<file path="src/rtl/l2_fifo_path_pkg.sv">
`default_nettype none
// ============================================================================
//  Module      : l2_fifo_path_pkg
//  Description : Shared defaults and error-bit indices for the L2 FIFO path.
//  Revision    : 1.0  initial release
// ============================================================================
package l2_fifo_path_pkg;

  // Default geometry and thresholds of the L2 buffering core
  localparam int L2_DW      = 32;
  localparam int L2_DEPTH   = 16;
  localparam int L2_AF_TH   = 12;
  localparam int L2_AE_TH   = 2;
  localparam int L2_TMO_CYC = 1024;

  // Bit positions inside the sticky err vector
  localparam int ERR_W      = 4;
  localparam int ERR_RX_OVF = 0;
  localparam int ERR_RX_UDF = 1;
  localparam int ERR_TX_OVF = 2;
  localparam int ERR_TX_UDF = 3;

endpackage
`default_nettype wire

</file>
<file path="src/rtl/l2_sfifo.sv">
`default_nettype none
// ============================================================================
//  Module      : l2_sfifo
//  Description : Single synchronous FWFT FIFO on a register array. Depth need
//                not be a power of two; pointers wrap by compare-and-reset.
//                Emits one-cycle overflow/underflow pulses.
//  Revision    : 1.0  initial release
// ============================================================================
module l2_sfifo #(
  parameter int  DW    = 32,
  parameter int  DEPTH = 16,
  localparam int LW    = $clog2(DEPTH + 1)
) (
  input  logic          clk,
  input  logic          rst,
  input  logic          clr,
  input  logic          wr,
  input  logic [DW-1:0] din,
  input  logic          rd,
  output logic [DW-1:0] dout,
  output logic [LW-1:0] lvl,
  output logic          empty,
  output logic          full,
  output logic          ovf,
  output logic          udf
);

  localparam int PW = $clog2(DEPTH);

  logic [DW-1:0] mem_q [DEPTH];
  logic [PW-1:0] wr_ptr_q, wr_ptr_d;
  logic [PW-1:0] rd_ptr_q, rd_ptr_d;
  logic [LW-1:0] lvl_q, lvl_d;
  logic          do_wr;
  logic          do_rd;

  function automatic logic [PW-1:0] ptr_inc(input logic [PW-1:0] p);
    return (p == PW'(DEPTH - 1)) ? '0 : p + PW'(1);
  endfunction

  assign empty = (lvl_q == '0);
  assign full  = (lvl_q == LW'(DEPTH));
  assign lvl   = lvl_q;
  assign dout  = empty ? '0 : mem_q[rd_ptr_q];

  // A pop on a full FIFO frees the slot the same-cycle write lands in
  assign do_rd = rd & ~empty & ~clr;
  assign do_wr = wr & (~full | (rd & ~empty)) & ~clr;
  assign ovf   = wr & full & ~rd & ~clr;
  assign udf   = rd & empty & ~clr;

  // Next pointer and level state; flush wins over any same-cycle access
  always_comb begin
    wr_ptr_d = wr_ptr_q;
    rd_ptr_d = rd_ptr_q;
    lvl_d    = lvl_q;
    if (clr) begin
      wr_ptr_d = '0;
      rd_ptr_d = '0;
      lvl_d    = '0;
    end else begin
      if (do_wr) wr_ptr_d = ptr_inc(wr_ptr_q);
      if (do_rd) rd_ptr_d = ptr_inc(rd_ptr_q);
      if (do_wr && !do_rd)      lvl_d = lvl_q + LW'(1);
      else if (do_rd && !do_wr) lvl_d = lvl_q - LW'(1);
    end
  end

  // Pointer and level registers
  always_ff @(posedge clk) begin
    if (rst) begin
      wr_ptr_q <= '0;
      rd_ptr_q <= '0;
      lvl_q    <= '0;
    end else begin
      wr_ptr_q <= wr_ptr_d;
      rd_ptr_q <= rd_ptr_d;
      lvl_q    <= lvl_d;
    end
  end

  // Storage array; contents beyond the level are never observed
  always_ff @(posedge clk) begin
    if (!rst && do_wr) mem_q[wr_ptr_q] <= din;
  end

endmodule
`default_nettype wire

</file>
<file path="src/rtl/l2_fifo_path.sv">
`default_nettype none
// ============================================================================
//  Module      : l2_fifo_path
//  Description : L2 buffering core: RX (host->L3) and TX (L3->host) FIFOs,
//                loopback mux, threshold flags, sticky errors, RX watchdog.
//  Revision    : 1.0  initial release
// ============================================================================
module l2_fifo_path
  import l2_fifo_path_pkg::*;
#(
  parameter int  DW      = L2_DW,
  parameter int  DEPTH   = L2_DEPTH,
  parameter int  AF_TH   = L2_AF_TH,
  parameter int  AE_TH   = L2_AE_TH,
  parameter int  TMO_CYC = L2_TMO_CYC,
  localparam int LW      = $clog2(DEPTH + 1)
) (
  input  logic             clk,
  input  logic             rst,
  input  logic             clr,
  input  logic             loop,
  input  logic             tmo_en,
  input  logic             h_wr,
  input  logic [DW-1:0]    h_din,
  output logic             h_full,
  input  logic             h_rd,
  output logic [DW-1:0]    h_dout,
  output logic             h_empty,
  input  logic             l3_rd,
  output logic [DW-1:0]    l3_dout,
  output logic             l3_empty,
  input  logic             l3_wr,
  input  logic [DW-1:0]    l3_din,
  output logic             l3_full,
  output logic [LW-1:0]    rx_lvl,
  output logic [LW-1:0]    tx_lvl,
  output logic             rx_afull,
  output logic             tx_aempty,
  output logic [ERR_W-1:0] err,
  output logic             rx_tmo
);

  localparam int CW = (TMO_CYC > 1) ? $clog2(TMO_CYC) : 1;

  logic [DW-1:0]    rx_dout, tx_dout;
  logic             rx_empty, tx_empty, rx_full;
  logic             rx_ovf, rx_udf, tx_ovf, tx_udf;
  logic             rx_rd, tx_rd;
  logic [ERR_W-1:0] err_q, err_d;
  logic [CW-1:0]    cnt_q, cnt_d;
  logic             rx_tmo_q, rx_tmo_d;
  logic             stall;

  // In loopback the host read port owns the RX head and L3 reads are dead
  assign rx_rd = loop ? h_rd : l3_rd;
  assign tx_rd = ~loop & h_rd;

  l2_sfifo #(.DW(DW), .DEPTH(DEPTH)) u_rx (
    .clk(clk), .rst(rst), .clr(clr),
    .wr(h_wr), .din(h_din), .rd(rx_rd),
    .dout(rx_dout), .lvl(rx_lvl), .empty(rx_empty), .full(rx_full),
    .ovf(rx_ovf), .udf(rx_udf)
  );

  l2_sfifo #(.DW(DW), .DEPTH(DEPTH)) u_tx (
    .clk(clk), .rst(rst), .clr(clr),
    .wr(l3_wr), .din(l3_din), .rd(tx_rd),
    .dout(tx_dout), .lvl(tx_lvl), .empty(tx_empty), .full(l3_full),
    .ovf(tx_ovf), .udf(tx_udf)
  );

  assign h_full    = rx_full;
  assign h_dout    = loop ? rx_dout : tx_dout;
  assign h_empty   = loop ? rx_empty : tx_empty;
  assign l3_dout   = rx_dout;
  assign l3_empty  = loop | rx_empty;
  assign rx_afull  = {{(32-LW){1'b0}}, rx_lvl} >= 32'(AF_TH);
  assign tx_aempty = {{(32-LW){1'b0}}, tx_lvl} <= 32'(AE_TH);
  assign err       = err_q;
  assign rx_tmo    = rx_tmo_q;

  // RX is stalled when data waits and nobody pops it
  assign stall = tmo_en & ~rx_empty & ~rx_rd;

  // Sticky error bits and watchdog next state; flush clears everything
  always_comb begin
    err_d    = err_q;
    cnt_d    = cnt_q;
    rx_tmo_d = rx_tmo_q;
    if (clr) begin
      err_d    = '0;
      cnt_d    = '0;
      rx_tmo_d = 1'b0;
    end else begin
      if (rx_ovf) err_d[ERR_RX_OVF] = 1'b1;
      if (rx_udf) err_d[ERR_RX_UDF] = 1'b1;
      if (tx_ovf) err_d[ERR_TX_OVF] = 1'b1;
      if (tx_udf) err_d[ERR_TX_UDF] = 1'b1;
      if (!stall) begin
        cnt_d = '0;
      end else if (cnt_q == CW'(TMO_CYC - 1)) begin
        rx_tmo_d = 1'b1;
      end else begin
        cnt_d = cnt_q + CW'(1);
      end
    end
  end

  // Flag and watchdog registers
  always_ff @(posedge clk) begin
    if (rst) begin
      err_q    <= '0;
      cnt_q    <= '0;
      rx_tmo_q <= 1'b0;
    end else begin
      err_q    <= err_d;
      cnt_q    <= cnt_d;
      rx_tmo_q <= rx_tmo_d;
    end
  end

endmodule
`default_nettype wire

</file>
<file path="config.mk">
export PLATFORM = sky130hd
export DESIGN_NAME = l2_fifo_path
export DESIGN_NICKNAME = d
export VERILOG_FILES = /design/src/rtl/l2_fifo_path_pkg.sv /design/src/rtl/l2_sfifo.sv /design/src/rtl/l2_fifo_path.sv
export SDC_FILE = /design/constraint.sdc
export NUM_CORES = 1
export LEC_CHECK = 0
export BUFFER_PORTS_ARGS = -buffer_cell sky130_fd_sc_hd__buf_4
export CAP_MARGIN = 5
export CORE_MARGIN = 2
export CORE_UTILIZATION = 37
export CTS_CLUSTER_DIAMETER = 150
export DETAILED_ROUTE_END_ITERATION = 12
export GPL_ROUTABILITY_DRIVEN = 0
export HOLD_SLACK_MARGIN = 0.15
export SETUP_SLACK_MARGIN = 0.05
export SLEW_MARGIN = 30
export SYNTH_ARGS = -nofsm -noshare
export SYNTH_HDL_FRONTEND = slang
export SYNTH_SLANG_ARGS = --single-unit
</file>
<file path="constraint.sdc">
create_clock -name clk -period 13.83 [get_ports clk]
set_clock_uncertainty 0.1 [all_clocks]
set_input_delay 2.766 -clock clk [delete_from_list [all_inputs] [get_ports clk]]
set_output_delay 2.766 -clock clk [all_outputs]
set_load 0.005 [all_outputs]
</file>
# Word-level counts from Yosys, hierarchy flattened
# Memory sizes are Yosys's and may differ from the RTL's. A register that Yosys moved wholly into a read port is not among the register bits.
# Index checks and enable logic that the tools add are counted.
# totals
regBits	41
mem_bits_rw	1024
inputBits	73
memories	2
# op_classes
add_sub_neg	9
n_lt_le_gt_ge	2
n_eq_ne	7
n_mux	21
bitwise_logic	33
n_reduce_logical	18
# mem_list
memory	depth	word_bits	rd	rd_ports_with_merged_regs	wr	line_no	text
u_rx.mem_q	16	32	1	1	1	l2_sfifo.sv:30	logic [DW-1:0] mem_q [DEPTH];
u_tx.mem_q	16	32	1	1	1	l2_sfifo.sv:30	
# op_table
operator	n
$mux W32	3
$mux W4	8
$and A1 B1 Y1	21
$mux W5	4
$add A4 B1 Y4 const B	4
$eq A4 B4 Y1 const B	4
$add A10 B1 Y10 const B	1
$add A5 B1 Y5 const B	2
$eq A10 B10 Y1 const B	1
$eq A5 B5 Y1 const B	2
$logic_not A5 Y1	2
$sub A5 B1 Y5 const B	2
$not A1 Y1	9
$logic_and A1 B1 Y1	6
$mux W1	6
$ge A5 B4 Y1 const B	1
$le A5 B2 Y1 const B	1
$logic_not A1 Y1	5
$reduce_bool A2 Y1	2
$or A1 B1 Y1	3
$reduce_or A3 Y1	1
$reduce_and A2 Y1	1
$reduce_or A2 Y1	1

# Depth between registers and ports, before layout
# Gate-level depths: netlist (run 1).
# logic_depth
depth_word	10
mapped_depth	11
mapped_depth_nobuf	10

# Hierarchy
# From an unflattened synthesis (run 1), not the netlist that was laid out.
# unflattened
cells_unflattened	1928
hier_area_um2	42010.3
# by_module_without_submodules
mod	n_inst	cells_each	area_each_um2
l2_sfifo at u_tx	1	910	20508.4
l2_sfifo at u_rx	1	912	20440.9
l2_fifo_path	1	106	1061.0

# Worst setup path after synthesis (run 1)
# Ideal clock, no wire load.
# synth_timing
kind	input to register
startpoint	input port loop
endpoint	memory u_rx.mem_q[3][0] (enable)
setup_time_ns	0.502
arrival_time_ns	6.657
slack_ns	6.572
stages	5
path_cell_list	buf_4 -> mux2i_1 -> a31oi_2 -> nand2_1 -> nor4_1
# synth_between
elab_chain_len	8
# synth_rtl
element	line_no	text
start, declared	l2_fifo_path.sv:21	input logic loop,
$mux W1	l2_fifo_path.sv:55	assign rx_rd = loop ? h_rd : l3_rd;
$and A1 B1 Y1	l2_sfifo.sv:48	assign do_wr = wr & (~full | (rd & ~empty)) & ~clr;
$or A1 B1 Y1	l2_sfifo.sv:48	
$and A1 B1 Y1 (2 in series)	l2_sfifo.sv:48	
net u_rx.do_wr	l2_sfifo.sv:34	logic do_wr;
$logic_and A1 B1 Y1	l2_sfifo.sv:84	if (!rst && do_wr) mem_q[wr_ptr_q] <= din;
$mux W1	l2_sfifo.sv:84	
$mux W1 (not written as such)	l2_sfifo.sv:84	
end, declared	l2_sfifo.sv:30	
# The timed path passes the listed nets, and every way through them passes these cells.

# Final worst setup path (run 1)
# layout_timing
startpoint	input port loop
endpoint	output port h_dout[11]
# layout_between
elab_chain_len	1
# layout_rtl
element	line_no	text
$mux W32	l2_fifo_path.sv:73	assign h_dout = loop ? rx_dout : tx_dout;
end, declared	l2_fifo_path.sv:27	output logic [DW-1:0] h_dout,
# Every way passes these cells.

==> results.toml, run 1 <==
[detailed_routing]
vias = 21900
viasPerCell = 5.44
dr.pass1.iters = 5
wirelength_um = 108000
drt_iter0_drc = 1971
drc = 0
final_antenna_net_count = 0
wire_per_inst_um = 27.0

[sta]
final-hold-violation-count = 0
finalCriticalPeriod_ps = 7400
setup_tns_ps = 0
setup_slack_ps = 6430
grt_setup_unrepaired = "false"
drv_slew = 0
slew_headroom_pct = 37.0
final-setup-viol-count = 0
max_clock_freq_mhz = 135
min_period_over_period_pct = 53.5
tightest_slew_ps = 945

[logic_synthesis]
synth_cell_types = 59
yosysWarnings = 0
postSynthCellCount = 2235
synthArstFlopShare_pct = 0
synth_area_leaders = "edfxtp_1, mux2i_1, mux4_2"
synth_top_family_by_area = "multiplexers"
synth_top_area_share_pct = 72.3
yosysMostFrequentCell = "edfxtp_1"
synth-edff-count = 1024
synth-simple-area-share_pct = 2.89
muxShareOfSynthArea_pct = 14.5
syn_nets = 2330
synth-compound-area-share_pct = 5.37
ys_seq_area_share_pct = 74.6
netlist_area_um2 = 42500
synthXorXnorAreaFrac_pct = 0.309
synth_top_area_cell = "edfxtp_1"
ys_top_cells_by_count = "edfxtp_1, mux2i_1, a22oi_1, mux4_2, nand2_1"
ys.flop_type = "edfxtp_1"
synth_seq_cells = 1073
syn_avg_cell_area_um2 = 19.0
yosys.area_share.adder_pct = 0.683

[cells_and_area]
fin_util_pct = 42.9
multi_input_area_um2 = 10300
layout-drive-gt1-share_pct = 22.7
regArea_um2 = 31700
syn_to_final_growth_pct = 15.2
fillCellCount = 9963
nets = 2516

[floorplan]
die_y_um = 343
placementRows = 124
core_region_area_um2 = 114000
start_util_pct = 37.2
ioPinCount = 158
die-area_um2 = 118000
die_x_um = 343

[cts]
cts_tree = "done"
cts-root-buf = "clkbuf_16"
cts.sinks = 1073
clk_pin_slew_ps = 60
cts_resized = 0
htree_levels = 3
holdBufCountCts = 0
numCtsBuffers = 101
post_cts_buffers = 0
ctsLongestPathBuffers = 3
clk_latency_ps = 650

[placed_design]
place_ws_ps = 6260
dp_hpwl_um = 62000
numPortBuffers = 157

[power_and_ir_drop]
swShare_pct = 20.1
powerDensity_nw_per_um2 = 135
p_clk_share_pct = 42.1
p_sw_uw = 1330
p_int_uw = 5260
seqPwrFrac_pct = 54.2
ir_drop_mv = 0.109
combPwrFrac_pct = 3.7
p_total_uw = 6590
p_leak_uw = 0.0149

[critical_path]
crit_path_end_kind = "output port"
r2r_cells = 6
worstPathArrival_ps = 4540
required_ps = 10960
crit_type = "primary input to output port"
cp-start-kind = "primary input"
cp_max_fo = 32

[global_routing]
grt_pass1_wl_um = 155000
grt_pass1_vias = 22100
grt_util_all_layers_pct = 18.2
antenna_found_initial = 16
grt_max_degree = 149
overflow = 0

[job]
max-cap-violations = 0

[status]
status = "complete, no violations"

[min_path]
holdPathStages = 1
hold_path_class = "flop to flop"
## sequential cells by signal, summed over array words and instances, names as in the netlist, named ones only
register	cells
u_rx.wr_ptr_q	4
u_rx.mem_q	512
u_tx.rd_ptr_q	4
u_tx.wr_ptr_q	4
u_tx.mem_q	512
err	4
u_rx.lvl	5
u_tx.lvl	5
rx_tmo	1
u_rx.rd_ptr_q	4
cnt_q	10
## worst paths after layout
path	from	to	slack (ps)
max reg2reg	u_rx.lvl[2]	u_rx.mem_q[0][18]	10330
max	loop	h_dout[11]	6430
min reg2reg	err[0]	err[0]	370
min	err[0]	err[0]	370
## worst max-delay path, cell delays in order
cell      delay [ps]
buf_4            140
a21oi_1           90
nand2_1          110
buf_4            440
o22a_1           250
o221ai_1         390
buf_4            310
## through the flow
step / cell area, µm² / hold WS (ps) / instances
2_1_floorplan: 42500 / 349 / 2235
3_3_place_gp: 45600 / 353 / 3827
3_5_place_dp: 45600 / 357 / 3828
4_1_cts: 48900 / 372 / 4012
5_1_grt: 49000 / 392 / 4014
6_report: 49000 / 373 / 4015
## layout make-up
type,count,share of cell area [%]
Tap cell,1512,3.86
Timing Repair Buffer,208,3.35
Multi-Input combinational cell,1023,21.1
Antenna cell,1,0.00511
Inverter,14,0.107
Clock inverter,64,1.37
Sequential cell,1073,64.8
Clock buffer,120,5.39
## cells by family after synthesis
group | after synthesis
DFF | 1073
muxes | 455
AOI/OAI and AO/OA | 278
and+or+nand+nor | 253
buffers and inverters | 139
adders and majority gates | 22
xor gates and xnor gates | 15
## per-layer routing
metal / track usage (%) / share of wire [%]
met4: 4.43 / 2.0
met5: 0 / 0.13
met3: 4.85 / 7.6
met2: 30.8 / 49
met1: 23.3 / 41
## power groups by stage
stage	Combinational (µW)	Clock, µW	Sequential (µW)
2_1_floorplan	104	0	3640
3_3_place_gp	236	0	3640
3_5_place_dp	246	0	3640
4_1_cts	246	2820	3570
5_1_grt	264	2940	3570
6_report	246	2770	3570
## placed cells by master (no fill, tap or decap), drive strengths merged, types with 9 or more instances in the layout
| cell | count |
|---|---|
| a211oi | 34 |
| a21oi | 22 |
| a22oi | 128 |
| and2 | 36 |
| buf | 208 |
| bufinv | 13 |
| clkbuf | 120 |
| clkinv | 41 |
| dfxtp | 49 |
| edfxtp | 1024 |
| ha | 20 |
| inv | 16 |
| mux2i | 326 |
| mux4 | 128 |
| nand2 | 95 |
| nand2b | 10 |
| nand3 | 9 |
| nor2 | 61 |
| nor3 | 12 |
| o221ai | 32 |
| o22a | 32 |
(Power assumes the default switching activity.)
==> run 2: changes to the inputs <==
Clock period 13.83 ns to 6.1 ns, I/O delays scaled along.
==> run 2 against run 1 <==
  * Via count is 0.42% higher
  * Critical path type is now flop to output port
  * Critical endpoint is now l3_dout[13]
  * Sequential power up 130%
  * Register-to-register slack lost 7500 ps
==> results.toml, run 2 (synthesis results as in run 1) <==
[status]
status = "complete, no violations"

[sta]
final-setup-viol-count = 0
tightest_slew_ps = 984
slew_headroom_pct = 34.2
grt_setup_unrepaired = "false"
hold_slack_ps = 378
drv_slew = 0
final-hold-violation-count = 0
max_clock_freq_mhz = 204
setup_tns_ps = 0
finalCriticalPeriod_ps = 4900
min_period_over_period_pct = 80.3

[critical_path]
ff2ff_setup_slack_ps = 2790
cp_max_fo = 33
crit_slowest_cell = "dfxtp_4"
crit_path_end_kind = "output port"
worstPathArrival_ps = 3580
reg2reg_to = "u_rx.lvl[4]"
max_stage_delay_ps = 830
endpoint = "l3_dout[13]"
crit_type = "flop to output port"
r2r_cells = 10
cp-start-kind = "flop"
cp_common_cell = "buf_4"
reg2reg_from = "u_rx.lvl[0]"
crit_chain = "buf_12 -> buf_4 -> mux4_2 -> mux2i_1 -> and2_1 -> a211oi_2 -> buf_4"
required_ps = 4780

[cells_and_area]
regArea_um2 = 31700
fillCellCount = 9906
top_regs = "u_rx.mem_q: 512 flops, u_tx.mem_q: 512 flops, cnt_q: 10 flops"
syn_to_final_growth_pct = 16.0
fin_util_pct = 43.2
multi_input_area_um2 = 10300
mostFrequentLayoutCells = "edfxtp_1, mux2i_1, buf_4, mux4_2, a22oi_1"
layout-drive-gt1-share_pct = 23.4
nets = 2543
layout_commonest_cell = "edfxtp_1"

[cts]
post_cts_buffers = 0
clk_pin_slew_ps = 60
ctsLongestPathBuffers = 3
numCtsBuffers = 102
htree_levels = 3
holdBufCountCts = 0
clk_latency_ps = 670
cts.sinks = 1073
cts_tree = "done"
cts-root-buf = "clkbuf_16"
cts_resized = 0

[global_routing]
grt_pass1_vias = 22600
grt_util_all_layers_pct = 17.9
antenna_found_initial = 16
grt_pass1_wl_um = 154000
overflow = 0
grt_max_degree = 65

[power_and_ir_drop]
swShare_pct = 20.7
powerDensity_nw_per_um2 = 300
ir_drop_mv = 0.247
p_sw_uw = 3060
combPwrFrac_pct = 3.9
seqPwrFrac_pct = 54.8
p_leak_uw = 0.0151
p_clk_share_pct = 41.3
p_int_uw = 11700

[floorplan]
ioPinCount = 158
die_y_um = 343
die-area_um2 = 118000
core_region_area_um2 = 114000
placementRows = 124
start_util_pct = 37.2
die_x_um = 343

[placed_design]
dp_hpwl_um = 67000
numPortBuffers = 157

[job]
max-cap-violations = 0

[detailed_routing]
final_antenna_net_count = 0
wirelength_um = 106000
drc = 0
drt_iter0_drc = 2177
dr.pass1.iters = 5
wire_per_inst_um = 26.3
viasPerCell = 5.43
vias = 21900

[min_path]
hold_path_class = "flop to flop"
run 2: cell types whose count changed in the layout (fill, tap and decap cells not counted), moves of 2 or more:
cell	change
and4_2	-2
and4_4	+2
buf_12	+8
buf_16	+7
buf_4	+13
buf_6	-2
bufinv_16	-7
clkbuf_1	-2
clkbuf_8	+7
clkinv_1	+7
clkinv_16	+3
clkinv_2	+3
clkinvlp_4	-7
run 2: layout make-up:
cell class,count,area share (%)
sequential,1073,64.3
antenna,2,0.0101
inverter,14,0.107
clock buffer,124,5.48
timing repair buffer,234,4.19
clock inverter,62,1.08
multi-input combinational,1023,20.9
tap,1512,3.83
run 2: critical path, delay by kind of cell (launching register included):
family	cells	cell delay, ps
DFF	1	830
and+or+nand+nor	1	220
muxes	2	880
buffers and inverters	3	890
AOI/OAI and AO/OA	1	50
run 2: how the worst min path moves through the flow:
stage	from	endpoint	depth (start not counted)
5_1_grt	rx_tmo	rx_tmo	2
6_report	err[1]	err[1]	2
2_1_floorplan	rx_tmo	rx_tmo	2
4_1_cts	err[3]	err[3]	2
3_3_place_gp	err[3]	err[3]	2
3_5_place_dp	err[3]	err[3]	2
run 2: metal layers:
layer	vias up	track usage (%)	wire length, µm
met5	-	0	112
met2	725	29.9	52200
met3	153	4.22	7510
met1	11500	23.4	44300
met4	18	4.79	2110
li1	9524	-	-
run 2: metrics by stage:
step	area, µm²	std cells	setup WS (ps)	power (µW)
floorplan	42500	2235	388	8490
global placement	45800	3845	1320	8800
detailed placement	46100	3856	1600	8840
CTS	49300	4042	1070	14900
global route	49300	4042	968	15200
finish	49300	4044	1200	14800
run 2: power by group through the flow:
stage                     Sequential, µW  Combinational [µW]  Clock (µW)
after floorplan                     8250                 237           0
after global routing                8100                 627        6500
after CTS                           8100                 589        6220
after detailed placement            8260                 586           0
final                               8100                 582        6110
after global placement              8260                 544           0
==> run 3: changes to the inputs <==
Clock period 6.1 ns to 4.7 ns, I/O delays scaled along.
==> run 3 against run 2 <==
  * First-iteration DRC count fell by 1.6%
  * Via count up 0.90%
  * Combinational power increased by 26%
  * Non-clock buffer count is 3 higher
  * Clock power rose by 40%
  * Count of clock-buffer cells in the layout is 2 higher
  * Setup slack worse by 790 ps
  * Wire length grew 3.4%
  * Register-to-register slack lost 1300 ps
  * Final area rose by 0.51%
  * Critical path depth decreased by 2
==> results.toml, run 3 (synthesis results as in run 1) <==
[cts]
htree_levels = 3
clk_pin_slew_ps = 60
post_cts_buffers = 0
clk_latency_ps = 670
cts.sinks = 1073
holdBufCountCts = 0
cts_tree = "done"
ctsLongestPathBuffers = 3
cts-root-buf = "clkbuf_16"
cts_resized = 0
numCtsBuffers = 102

[cells_and_area]
top_regs = "u_rx.mem_q: 512 flops, u_tx.mem_q: 512 flops, cnt_q: 10 flops"
design_area_um2 = 49600
layout-drive-gt1-share_pct = 23.9
mostFrequentLayoutCells = "edfxtp_1, mux2i_1, buf_4, mux4_2, a22oi_1"
layout_commonest_cell = "edfxtp_1"
syn_to_final_growth_pct = 16.6
nets = 2546

[sta]
tightest_slew_ps = 1070
finalCriticalPeriod_ps = 4290
final-hold-violation-count = 0
slew_headroom_pct = 29.0
grt_setup_unrepaired = "false"
setup_tns_ps = 0
final-setup-viol-count = 0
min_period_over_period_pct = 91.2
drv_slew = 0
max_clock_freq_mhz = 233

[critical_path]
crit_type = "flop to output port"
crit_chain = "buf_4 -> mux4_2 -> mux2i_1 -> o221ai_1 -> buf_4"
crit_slowest_cell = "dfxtp_4"
crit_path_end_kind = "output port"
cp_max_fo = 36
required_ps = 3660
worstPathArrival_ps = 3250
max_stage_delay_ps = 740
cp_common_cell = "buf_4"
cp-start-kind = "flop"

[power_and_ir_drop]
powerDensity_nw_per_um2 = 399
p_leak_uw = 0.0152
p_total_uw = 19800
ir_drop_mv = 0.347

[detailed_routing]
wire_per_inst_um = 27.1
dr.pass1.iters = 5
vias = 22100
drc = 0
final_antenna_net_count = 0
viasPerCell = 5.47
drt_iter0_drc = 2142
wirelength_um = 110000

[global_routing]
antenna_found_initial = 9
gr-max-usage-layer = "met2"
grt_use_met2_pct = 30.8
grt_pass1_vias = 22200
met1_usage_pct = 24.5
grtUsageMet3_pct = 3.36
grt_max_degree = 65
overflow = 0
grt_pass1_wl_um = 157000
grt_util_all_layers_pct = 18.3

[floorplan]
ioPinCount = 158
start_util_pct = 37.2
placementRows = 124
core_region_area_um2 = 114000
die_x_um = 343
die-area_um2 = 118000
die_y_um = 343

[job]
max-cap-violations = 0

[placed_design]
placed_area_um2 = 46100
numPortBuffers = 157
dp_hpwl_um = 66800

[status]
status = "complete, no violations"

[min_path]
hold_path_class = "flop to flop"
==> run 3: changes by cell type in the layout (fill, tap and decap cells not counted), sizes merged <==
cell | before | now
diode | 2 | 3
inv | 17 | 18
bufinv | 6 | 17
clkinv | 52 | 37
buf | 234 | 237
clkbuf | 124 | 126
clkinvlp | 1 | 2
==> run 3: per-layer routing <==
metal,vias up,wire length (µm)
met5,-,60
met3,136,7130
met4,12,2290
li1,9530,-
met2,747,54400
met1,11700,46000
==> run 3: where the power goes <==
part / internal (µW) / total, µW / switching (µW)
registers: 10500 / 10500 / 25.0
clock network: 5030 / 8570 / 3540
logic: 287 / 736 / 449
total: 15800 / 19800 / 4010
==> run 3: worst paths after layout <==
path	startpoint	endpoint	slack, ps	depth (start not counted)
min	rx_tmo	rx_tmo	370	2
max reg2reg	u_rx.lvl[0]	u_rx.lvl[4]	1480	10
max	flop	h_dout[1]	410	5
min reg2reg	rx_tmo	rx_tmo	370	2
==> run 3: through the flow <==
stage | std cells | util [%] | worst slack [ps] | hold WS (ps)
after floorplan | 2235 | - | 587 | 349
after global placement | 3858 | 40.4 | 926 | 352
after detailed placement | 3858 | 40.4 | 875 | 349
after CTS | 4044 | 43.4 | 425 | 374
after global routing | 4045 | 43.4 | 364 | 398
final | 4048 | 43.4 | 412 | 375
==> run 3: layout make-up <==
class / instances / area, µm²
Multi-Input combinational cell: 1023 / 10400
Fill cell: 9864 / 64600
Sequential cell: 1073 / 31700
Tap cell: 1512 / 1890
Inverter: 14 / 52.6
Clock inverter: 60 / 783
Timing Repair Buffer: 237 / 2030
Clock buffer: 126 / 2700
Antenna cell: 3 / 7.51
==> run 3: critical path, delay by kind of cell, from the launching register on <==
family / cells / cell delay [ps]
AOI/OAI and AO/OA: 1 / 220
buffers and inverters: 2 / 620
DFF: 1 / 740
muxes: 2 / 940
